==> src/rtl/reset_sequencer.sv <==
// Power-on / user / PLL-loss reset sequencer with video-mode key handling.
// Optional watchdog enabled by defining RESET_WATCHDOG_EN.
module reset_sequencer #(
  parameter int unsigned HOLD_CYCLES     = 32,
  parameter int unsigned USER_MIN_CYCLES = 16,
  parameter int unsigned MODE_COUNT      = 4,
  parameter int unsigned WDT_CYCLES      = 1 << 20
) (
  input  logic       clk_i,
  input  logic       reset_ni,
  input  logic       pll_locked_i,
  input  logic       key_reset_ni,
  input  logic       key_mode_i,
  input  logic       wdt_kick_i,
  output logic       sys_reset_no,
  output logic [1:0] video_mode_o,
  output logic       mode_pulse_o,
  output logic       wdt_fired_o
);

  localparam int unsigned CntMax = (HOLD_CYCLES > USER_MIN_CYCLES) ? HOLD_CYCLES
                                                                   : USER_MIN_CYCLES;
  localparam int unsigned CntW   = (CntMax > 1) ? $clog2(CntMax) : 1;
  localparam logic [CntW-1:0] HoldLast = CntW'(HOLD_CYCLES - 1);
  localparam logic [CntW-1:0] UserLast = CntW'(USER_MIN_CYCLES - 1);
  localparam logic [1:0]      ModeLast = 2'(MODE_COUNT - 1);

  typedef enum logic [1:0] {StWaitLock, StHold, StRun, StUser} state_e;

  state_e            state_q;
  logic [CntW-1:0]   cnt_q;
  logic              key_mode_q;
  logic              sys_reset_q;
  logic [1:0]        video_mode_q;
  logic              mode_pulse_q;
  logic              mode_rise;
  logic              wdt_expire;

  assign mode_rise = key_mode_i & ~key_mode_q;

`ifdef RESET_WATCHDOG_EN
  localparam int unsigned WdtW = (WDT_CYCLES > 1) ? $clog2(WDT_CYCLES) : 1;
  localparam logic [WdtW-1:0] WdtLast = WdtW'(WDT_CYCLES - 1);

  logic [WdtW-1:0] wdt_cnt_q;
  logic            wdt_fired_q;

  // PLL loss outranks the watchdog, and a kick in the same cycle wins.
  assign wdt_expire = (state_q == StRun) && pll_locked_i && !wdt_kick_i &&
                      (wdt_cnt_q == WdtLast);

  always_ff @(posedge clk_i or negedge reset_ni) begin
    if (!reset_ni) begin
      wdt_cnt_q   <= '0;
      wdt_fired_q <= 1'b0;
    end else begin
      if ((state_q == StRun) && pll_locked_i && key_reset_ni && !wdt_kick_i && !wdt_expire) begin
        wdt_cnt_q <= wdt_cnt_q + 1'b1;
      end else begin
        wdt_cnt_q <= '0;
      end
      if (wdt_expire) begin
        wdt_fired_q <= 1'b1;
      end
    end
  end

  assign wdt_fired_o = wdt_fired_q;
`else
  logic unused_wdt_kick;

  assign unused_wdt_kick = wdt_kick_i;
  assign wdt_expire      = 1'b0;
  assign wdt_fired_o     = 1'b0;
`endif

  always_ff @(posedge clk_i or negedge reset_ni) begin
    if (!reset_ni) begin
      state_q      <= StWaitLock;
      cnt_q        <= '0;
      key_mode_q   <= 1'b0;
      sys_reset_q  <= 1'b0;
      video_mode_q <= 2'd0;
      mode_pulse_q <= 1'b0;
    end else begin
      key_mode_q   <= key_mode_i;
      mode_pulse_q <= 1'b0;
      sys_reset_q  <= 1'b0;
      if ((state_q != StWaitLock) && !pll_locked_i) begin
        state_q <= StWaitLock;
        cnt_q   <= '0;
      end else begin
        unique case (state_q)
          StWaitLock: begin
            if (pll_locked_i) begin
              state_q <= StHold;
              cnt_q   <= '0;
            end
          end
          StHold: begin
            if (cnt_q == HoldLast) begin
              state_q <= StRun;
              cnt_q   <= '0;
            end else begin
              cnt_q <= cnt_q + 1'b1;
            end
          end
          StRun: begin
            if (wdt_expire || !key_reset_ni) begin
              state_q <= StUser;
              cnt_q   <= '0;
            end else begin
              // Release lags entry into RUN by one edge; assertion is immediate.
              sys_reset_q <= 1'b1;
              if (mode_rise) begin
                mode_pulse_q <= 1'b1;
                video_mode_q <= (video_mode_q == ModeLast) ? 2'd0 : video_mode_q + 2'd1;
              end
            end
          end
          StUser: begin
            if (!key_reset_ni) begin
              cnt_q <= '0;
            end else if (cnt_q == UserLast) begin
              state_q <= StRun;
              cnt_q   <= '0;
            end else begin
              cnt_q <= cnt_q + 1'b1;
            end
          end
          default: begin
            state_q <= StWaitLock;
            cnt_q   <= '0;
          end
        endcase
      end
    end
  end

  assign sys_reset_no = sys_reset_q;
  assign video_mode_o = video_mode_q;
  assign mode_pulse_o = mode_pulse_q;

endmodule

==> config.mk <==
export PLATFORM = sky130hd
export DESIGN_NAME = reset_sequencer
export DESIGN_NICKNAME = d
export VERILOG_FILES = /design/src/rtl/reset_sequencer.sv
export SDC_FILE = /design/constraint.sdc
export NUM_CORES = 1
export LEC_CHECK = 0
export CORE_MARGIN = 2
export CORE_UTILIZATION = 50
export CTS_CLUSTER_DIAMETER = 30
export DETAILED_ROUTE_END_ITERATION = 12
export HOLD_SLACK_MARGIN = 0.08
export PLACE_DENSITY_LB_ADDON = 0.12
export SYNTH_ARGS = -nofsm -noshare
export SYNTH_HDL_FRONTEND = slang
export SYNTH_SLANG_ARGS = --single-unit
==> constraint.sdc <==
create_clock -name clk_i -period 1.63 [get_ports clk_i]
set_input_delay 0.326 -clock clk_i [delete_from_list [all_inputs] [get_ports clk_i]]
set_output_delay 0.326 -clock clk_i [all_outputs]
set_load 0.1 [all_outputs]
## Word-level counts from Yosys, hierarchy flattened

Index checks and enable logic that the tools add are counted.

| storage, ports and cells | value |
|---|---|
| output and inout bits | 5 |
| logic and storage cells | 51 |
| flip-flop bits (word level) | 12 |
| bits of input ports | 6 |

| operators by class | value |
|---|---|
| add/subtract/negate cells | 2 |
| multiplexer cells | 22 |
| bitwise operators | 3 |
| reduce and logical (&&, ||, !) cells | 7 |
| equal/unequal tests | 11 |

Operators with widths:

| operator | count |
|---|---|
| $mux 5 | 6 |
| $pmux 5 s4 | 1 |
| $ne 3x3->1 const B | 5 |
| $mux 2 | 7 |
| $pmux 2 s4 | 1 |
| $mux 1 | 7 |
| $eq 2x2->1 const B | 3 |
| $add 5x1->5 const B | 1 |
| $eq 5x4->1 const B | 1 |
| $eq 5x5->1 const B | 1 |
| $reduce_and 5->1 | 1 |
| $reduce_and 4->1 | 1 |
| $add 2x1->2 const B | 1 |
| $eq 2x1->1 const B | 1 |
| $logic_not 2->1 | 1 |
| $not 1->1 | 2 |
| $reduce_and 2->1 | 1 |
| $reduce_bool 2->1 | 1 |
| $and 1x1->1 | 1 |
| $logic_and 1x1->1 | 1 |
| $logic_not 1->1 | 1 |

## Depth between registers and ports, before layout

Gate-level depths: netlist of the first run.

| depth | value |
|---|---|
| word-level depth | 6 |
| depth in mapped cells | 6 |
| mapped depth without buffers | 6 |

## Least setup slack after synthesis of the first run

OpenSTA, ideal clock, no wires.

| timing path | value |
|---|---|
| kind | flip-flop to flip-flop |
| start | reg video_mode_q[0] (netlist: video_mode_o[0]) |
| end | reg video_mode_q[1] (netlist: video_mode_o[1]) |
| cell stages (with the launch flop) | 3 |
| required time | 1.504 ns |
| path buffers | 0 |
| setup slack | -0.036 ns |
| library setup time | 0.126 ns |
| arrival time | 1.539 ns |
| clock period less this slack | 1.666 ns |
| cell sequence | dfrtp_1 > ha_1 > mux2_4 |

| on the way | value |
|---|---|
| cells in the longest elaborated chain, start to end | 2 |
| elaborated cells between the ends (all ways) | 3 |
| classes of those cells | add/sub (1); eq/ne (1); mux (1) |

RTL lines:

| element | RTL line | RTL |
|---|---|---|
| start: declaration | 34 | `logic [1:0] video_mode_q;` |
| start signal: assignment | 117 | `video_mode_q <= (video_mode_q == ModeLast) ? 2'd0 : video_mode_q + 2'd1;` |
| $add 2x1->2 / $eq 2x2->1 (equally long branches) | 117 |  |
| $mux 2 (*) | 117 |  |

Every way passes the cells marked *; elsewhere a longest branch is shown, timed or not.
A chain may end at the register's enable or synchronous reset.

## Final worst setup path of the first run

| timing path | value |
|---|---|
| start | in pll_locked_i |
| end | reg video_mode_q[0] (netlist: video_mode_o[0]) |

| on the way | value |
|---|---|
| cells in the longest elaborated chain, start to end | 4 |

RTL lines:

| element | RTL line | RTL |
|---|---|---|
| start: declaration | 11 | `input logic pll_locked_i,` |
| $logic_not 1->1 | 89 | `if ((state_q != StWaitLock) && !pll_locked_i) begin` |
| $logic_and 1x1->1 | 89 |  |
| $not 1->1 (no source line) | -- |  |
| $reduce_and 4->1 (no source line) | -- |  |

No other way between the ends.

==> results of run 1 <==
==> registers in the layout, indices dropped and copies added, names as in the netlist <==
name          cells
mode_pulse_o      1
cnt_q             5
state_q           2
video_mode_o      2
sys_reset_no      1
key_mode_q        1
==> power by group through the flow <==
stage                     Clock (W)  Sequential [W]  Combinational (W)
after floorplan                   0        0.000322          0.0000409
after global placement            0        0.000321          0.0000733
after detailed placement          0        0.000321          0.0000747
after CTS                  0.000246        0.000315          0.0000753
after global routing       0.000268        0.000317          0.0000798
final                      0.000239        0.000315          0.0000746
==> layer usage <==
metal | vias to the layer above | track usage | share of wire
met2 | 11 | 0.242 | 0.43
met3 | 2 | 0.0815 | 0.047
met4 | 0 | 0.100 | 0.0082
li1 | 242 | - | -
met1 | 209 | 0.244 | 0.52
met5 | - | 0 | 0
==> per-stage QoR <==
step,utilization,total power (W),TNS [ns],hold slack [ns],cell area [um2]
after floorplan,-,0.000363,0,0.0304,674
after global placement,0.642,0.000394,-0.511,0.460,825
after detailed placement,0.642,0.000395,-0.726,0.468,825
after CTS,0.670,0.000636,0,0.410,861
after global routing,0.670,0.000664,0,0.444,861
final,0.670,0.000629,0,0.401,861
==> layout by cell type, fill, tap and decap left out, types with 2 or more instances in the layout <==
master                             n
sky130_fd_sc_hd__clkbuf_4          3
sky130_fd_sc_hd__ha_1              3
sky130_fd_sc_hd__mux2_4            2
sky130_fd_sc_hd__dfrtp_2           2
sky130_fd_sc_hd__o21ai_1           3
sky130_fd_sc_hd__nand3_1           3
sky130_fd_sc_hd__a22o_1            3
sky130_fd_sc_hd__buf_12            4
sky130_fd_sc_hd__a21oi_1           3
sky130_fd_sc_hd__a31oi_1           2
sky130_fd_sc_hd__clkdlybuf4s50_1   4
sky130_fd_sc_hd__buf_4             5
sky130_fd_sc_hd__nor2_1            3
sky130_fd_sc_hd__nand2_1           3
sky130_fd_sc_hd__dfrtp_1          10
sky130_fd_sc_hd__nor2b_1           2
==> kinds of logic (layout without fill, tap and decap cells) <==
kind of cell,Yosys count,count (layout)
AND/OR/NAND/NOR,19,19
AO/OA/AOI/OAI,15,15
flip-flops,12,12
buffers and inverters,5,19
adder cells (fa/ha/maj),3,3
multiplexers,3,3
other,1,1
==> layout make-up <==
cell class,count,area (um2),share of cell area
Clock buffer,4,36.3,0.0422
Tap cell,15,18.8,0.0218
Multi-Input combinational cell,41,338,0.392
Sequential cell,12,303,0.352
Timing Repair Buffer,13,158,0.183
Inverter,2,7.51,0.00872
==> final timing paths <==
path / slack (ns) / startpoint / end
setup / recovery: 0.06 / pll_locked_i / video_mode_o[0]
hold / removal: 0.40 / reset_ni / mode_pulse_o
setup reg to reg: 0.07 / cnt_q[0] / cnt_q[3]
hold reg to reg: 0.48 / key_mode_q / mode_pulse_o
max in group asynchronous: 0.83 / reset_ni / video_mode_o[1]
min in group clk_i: 0.48 / key_mode_q / mode_pulse_o
==> qor.txt, run 1 <==
SETUP PATH
------------------------------------------------------------------------------------
Buffers plus inverters on the worst setup path                                     1
Largest fanout on the critical path                                                6
Required arrival time at the worst endpoint                                  1.79 ns
Cells along the critical path                                           clkdlybuf4s50_1 -> nand4b_4 -> nor3b_4 -> mux2_4
Top cell family by delay on the critical path                           buffers and inverters
Highest-delay cell along the critical path                              sky130_fd_sc_hd__clkdlybuf4s50_1
Crit path launch type                                                     input port
Crit Path Class                                                         input port to register
Type of element capturing the critical path                                 register
WP data arrival                                                              1.73 ns
Largest incremental delay on the critical path                               0.61 ns
CP Depth                                                                           4
Worst-case reg-to-reg path depth                                                   5

FLOORPLAN
------------------------------------------------------------------------------------
Initial Utilization                                                            0.523
I/O Pins                                                                          11
Height of the die                                                            40.7 um
Horiz. Die Dim                                                               40.7 um
Die outline area                                                            1650 um2
Core region area                                                            1280 um2
Number of placement rows                                                          13

TIMING
------------------------------------------------------------------------------------
Post-layout min period                                                       1.57 ns
Maximum clock rate                                                           635 MHz
Post-route clock skew                                                     0.00619 ns
Final clock period utilization by the worst path                               0.966
Pins Over Slew Limit                                                               0
Setup-failing EPs final                                                            0
RSZ-0062 raised after global routing                                           false
Relative slew slack                                                            0.634
Final hold violations                                                              0
Slew at the pin closest to its max-slew limit                               0.547 ns
Setup ws final                                                             0.0550 ns

ROUTING
------------------------------------------------------------------------------------
Overall via count from detail_route                                              464
Wirelength, routed                                                           1220 um
Average wire length per cell after detail routing                            14.0 um
Final antenna-violating net count                                                  0
Count of TritonRoute iterations in the first routing pass                          4
DRC viols                                                                          0
Drt first-iter violations                                                          9
Via density                                                                     5.33

SYNTHESIS
------------------------------------------------------------------------------------
Cells taking the most area after synthesis                              sky130_fd_sc_hd__dfrtp_1, sky130_fd_sc_hd__ha_1, sky130_fd_sc_hd__mux2_4
Nets in the synthesized netlist                                                   67
Top flip-flop cell by instance count after synthesis                    sky130_fd_sc_hd__dfrtp_1
Compound-gate portion of the synthesized area                                  0.173
Share of flip-flops with an asynchronous set or reset after synthesis           1.00
Area share of xor/xnor cells in the synthesized design                             0
Gate count of the mapped netlist                                                  58
Yosys cell types                                                                  29
Dominant combinational cell family by area after synthesis              simple AND/OR/NAND/NOR gates
Count of yosys warnings during synthesis                                           0
Multiplexer area fraction after synthesis                                     0.0615
Area leader, netlist                                                    sky130_fd_sc_hd__dfrtp_1
Summed instance area of the synthesized netlist                              672 um2
Top cell type's share of synthesized area                                      0.447
Avg Cell Area, Syn                                                          11.6 um2
Number of enable-type register cells in the synthesized netlist                    0
Most frequent cell after synthesis                                      sky130_fd_sc_hd__dfrtp_1
Sequential cell area fraction in the yosys report                              0.447
Count of state elements after synthesis                                           12
Synth Area in Adders                                                          0.0559
Share of synthesized cell area in and, or, nand and nor gates                  0.207

CTS
------------------------------------------------------------------------------------
CTS Buf Count                                                                      3
Root buffer cell                                                        sky130_fd_sc_hd__clkbuf_4
Clock Pin Slew Worst Setup and Hold Paths                                    0.08 ns
Clock tree from TritonCTS                                                       done
Number of post-CTS setup repair buffers                                            0
Quantity of gates resized following cts                                            0
CTS Buffer Depth                                                                   2
Clock insertion delay at the later pin of the skew report                    0.27 ns
Hold buffers post-CTS                                                              0
CTS HTree Levels                                                                   1
Clk sink count                                                                    12

LAYOUT
------------------------------------------------------------------------------------
Filler instances                                                                 107
Layout Nets                                                                       82
Share of post-route cells with drive strength above 1                          0.306
Antenna diode instance count                                                       0
Non-filler instance count after layout                                            87
Layout area overhead                                                           28.1%

PLACEMENT
------------------------------------------------------------------------------------
Cell count after placement                                                        83
Worst slack, placed                                                        -0.240 ns
Final HPWL from detailed placement                                            891 um
Final RePlAce weighted congestion                                              0.774
Number of buffer cells added on primary ports                                      8

POWER
------------------------------------------------------------------------------------
Share of total power in the clock network                                      0.380
Pwr/cell area                                                             730 nW/um2
Leakage Power                                                               0.409 nW
Internal power                                                            0.000475 W
Switching share of total power                                                 0.245
Sw Pwr                                                                    0.000154 W
Maximum VDD drop                                                          0.000492 V
Logic pwr share                                                                0.119
Flop pwr share                                                                 0.501

RUN STATUS
------------------------------------------------------------------------------------
Status                                                                  complete, no violations

GRT
------------------------------------------------------------------------------------
Overflow left after global routing                                                 0
Largest net degree at the start of global routing                                 13
Combined global-route utilization of all metal layers                          0.183
Vias in the first global route                                                   402
Global-route wire length before repair                                       1800 um
Initial antenna violation count                                                    0

RUN
------------------------------------------------------------------------------------
Number of max-cap violations                                                       0

MIN PATH
------------------------------------------------------------------------------------
Classification of the worst-slack hold path                             input port to asynchronous set/reset pin

(Power assumes the default switching activity.)
==> run 2, diff against run 1 <==
Settings changed: ABC_CLOCK_PERIOD_IN_PS set to 1630, CORE_ASPECT_RATIO set to 1.4, CORE_UTILIZATION 50 to 25, CTS_CLUSTER_DIAMETER 30 to 40.
==> qor.txt, run 2 (synthesized netlist as in run 1, its figures left out) <==
CTS
------------------------------------------------------------------------
CTS Buffer Depth                                                       2   unchanged
Clock Pin Slew Worst Setup and Hold Paths                        0.08 ns   about the same
CTS Buf Count                                                          3   unchanged
Number of post-CTS setup repair buffers                                0   unchanged
Root buffer cell                                            sky130_fd_sc_hd__clkbuf_4   unchanged
Hold buffers post-CTS                                                  0   unchanged
Clk sink count                                                        12   unchanged
Clock tree from TritonCTS                                           done   unchanged
Quantity of gates resized following cts                                1   was 0
Clock insertion delay at the later pin of the skew report        0.27 ns   about the same
CTS HTree Levels                                                       1   unchanged

TIMING
------------------------------------------------------------------------
Maximum clock rate                                               663 MHz   was 635 MHz
Final clock period utilization by the worst path                   0.926   was 0.966
Total negative setup slack                                          0 ns   unchanged
Post-route clock skew                                         0.00414 ns   was 0.00619 ns
Setup ws final                                                  0.121 ns   was 0.0550 ns
RSZ-0062 raised after global routing                               false   unchanged
Pins Over Slew Limit                                                   0   unchanged
Post-layout min period                                           1.51 ns   was 1.57 ns
Final hold violations                                                  0   unchanged
Setup-failing EPs final                                                0   unchanged

LAYOUT
------------------------------------------------------------------------
Filler instances                                                     283   was 107
Max FFs per register                                                   5   unchanged
Most common cell after layout, fill and taps aside          sky130_fd_sc_hd__dfrtp_1   unchanged
Layout area overhead                                               36.7%   was 28.1%
Antenna diode instance count                                           0   unchanged
Share of post-route cells with drive strength above 1              0.355   was 0.306
Layout Nets                                                           86   was 82
Register bank with the most flops                                  cnt_q   unchanged
Final instance area                                              918 um2   was 861 um2
Most frequent cells in the layout                           sky130_fd_sc_hd__dfrtp_1, sky130_fd_sc_hd__buf_4, sky130_fd_sc_hd__buf_12   was sky130_fd_sc_hd__dfrtp_1, sky130_fd_sc_hd__buf_4, sky130_fd_sc_hd__clkdlybuf4s50_1, sky130_fd_sc_hd__buf_12
Final core utilization                                             0.355   was 0.670
Footprint of the flip-flops and latches                          303 um2   unchanged
Total area of multi-input combinational cells                    340 um2   was 338 um2

FLOORPLAN
------------------------------------------------------------------------
Horiz. Die Dim                                                   47.8 um   was 40.7 um
Core region area                                                2590 um2   was 1280 um2
I/O Pins                                                              11   unchanged
Height of the die                                                65.3 um   was 40.7 um
Initial Utilization                                                0.260   was 0.523
Die outline area                                                3120 um2   was 1650 um2
Number of placement rows                                              22   was 13

GRT
------------------------------------------------------------------------
Combined global-route utilization of all metal layers              0.103   was 0.183
Global-route wire length before repair                           2190 um   was 1800 um
Overflow left after global routing                                     0   unchanged
Largest net degree at the start of global routing                     13   unchanged
Vias in the first global route                                       509   was 402
Initial antenna violation count                                        0   unchanged

ROUTING
------------------------------------------------------------------------
Average wire length per cell after detail routing                11.9 um   was 14.0 um
Total met3 wirelength after detailed routing                       53 um   was 57 um
Via density                                                         4.44   was 5.33
Drt first-iter violations                                              1   was 9
Wire length on met2                                               670 um   was 518 um
Top layer used by detailed routing                                  met4   unchanged
Wirelength, routed                                               1340 um   was 1220 um
Count of TritonRoute iterations in the first routing pass              2   was 4
Routed metal-1 wire length                                        591 um   was 629 um
DRC viols                                                              0   unchanged
Final antenna-violating net count                                      0   unchanged
Overall via count from detail_route                                  497   was 464

SETUP PATH
------------------------------------------------------------------------
Reg2Reg Setup Slack                                              0.12 ns   was 0.07 ns
Required arrival time at the worst endpoint                      1.84 ns   was 1.79 ns
WP data arrival                                                  1.72 ns   was 1.73 ns
Crit Path Class                                             register to register   was input port to register
Largest fanout on the critical path                                    6   unchanged
Crit path launch type                                           register   was input port
Type of element capturing the critical path                     register   unchanged

PLACEMENT
------------------------------------------------------------------------
Worst slack, placed                                            -0.280 ns   was -0.240 ns
Post-Place Cell Area                                             881 um2   was 825 um2
Final HPWL from detailed placement                               1020 um   was 891 um
Number of buffer cells added on primary ports                          8   unchanged
Final RePlAce weighted congestion                                  0.701   was 0.774

MIN PATH
------------------------------------------------------------------------
Classification of the worst-slack hold path                 input port to asynchronous set/reset pin   unchanged

RUN STATUS
------------------------------------------------------------------------
Status                                                      complete, no violations   unchanged

POWER
------------------------------------------------------------------------
Total Power Consumption                                       0.000635 W   was 0.000629 W
Maximum VDD drop                                              0.000342 V   was 0.000492 V
Leakage Power                                                   0.427 nW   was 0.409 nW
Pwr/cell area                                                 692 nW/um2   was 730 nW/um2

RUN
------------------------------------------------------------------------
Number of max-cap violations                                           0   unchanged

-- run 2: changes by cell type in the layout (fill, tap and decap cells not counted) --
cell,previous run,this run
sky130_fd_sc_hd__ha_1,3,2
sky130_fd_sc_hd__ha_2,0,1
sky130_fd_sc_hd__buf_4,5,9
sky130_fd_sc_hd__clkdlybuf4s50_1,4,3
sky130_fd_sc_hd__dlygate4sd2_1,0,1
-- run 2: area by class of cell --
type | instances | share of cell area
multi-input cells | 41 | 0.371
flip-flops and latches | 12 | 0.330
repair buffers | 17 | 0.203
well taps | 36 | 0.0490
clock buffers | 4 | 0.0395
inverters | 2 | 0.00817
-- run 2: report_power, final --
group	leakage (nW)	internal, W	switching (W)
Sequential	0.158	0.000305	0.00000725
Combinational	0.248	0.0000382	0.0000443
Clock	0.0210	0.000136	0.000105
-- run 2: final timing paths --
| kind | from | endpoint | cells past startpoint |
|---|---|---|---|
| min in group clk_i | key_mode_q | mode_pulse_o | 1 |
| max | cnt_q[0] | cnt_q[3] | 5 |
| min | reset_ni | sys_reset_no | 2 |
| min reg2reg | key_mode_q | mode_pulse_o | 1 |
| max in group asynchronous | reset_ni | video_mode_o[1] | 2 |
| max reg2reg | cnt_q[0] | cnt_q[3] | 5 |
-- run 2: through the flow --
stage / hold slack, ns / std cells
6_report: 0.339 / 112
5_1_grt: 0.349 / 112
4_1_cts: 0.340 / 112
3_5_place_dp: 0.470 / 108
3_3_place_gp: 0.460 / 108
2_1_floorplan: 0.0304 / 58
-- run 2: layer usage --
| layer | vias to the layer above | GRT usage |
|---|---|---|
| met2 | 4 | 0.158 |
| met4 | 0 | 0.0709 |
| li1 | 250 | - |
| met5 | - | 0 |
| met1 | 241 | 0.118 |
| met3 | 2 | 0.0247 |
-- run 2: critical path: stages (launching register included) --
cell and delay [ns]:
sky130_fd_sc_hd__dfrtp_1 0.41, sky130_fd_sc_hd__ha_2 0.23, sky130_fd_sc_hd__and4_1 0.25, sky130_fd_sc_hd__o32ai_4 0.27, sky130_fd_sc_hd__a21o_1 0.16, sky130_fd_sc_hd__a22o_1 0.12
==> run 3, diff against run 2 <==
Settings changed: SKIP_LAST_GASP set to 1, SLEW_MARGIN set to 10.
==> results of run 3 <==
The final DEF is identical to that of run 2; final timing and power are the same.
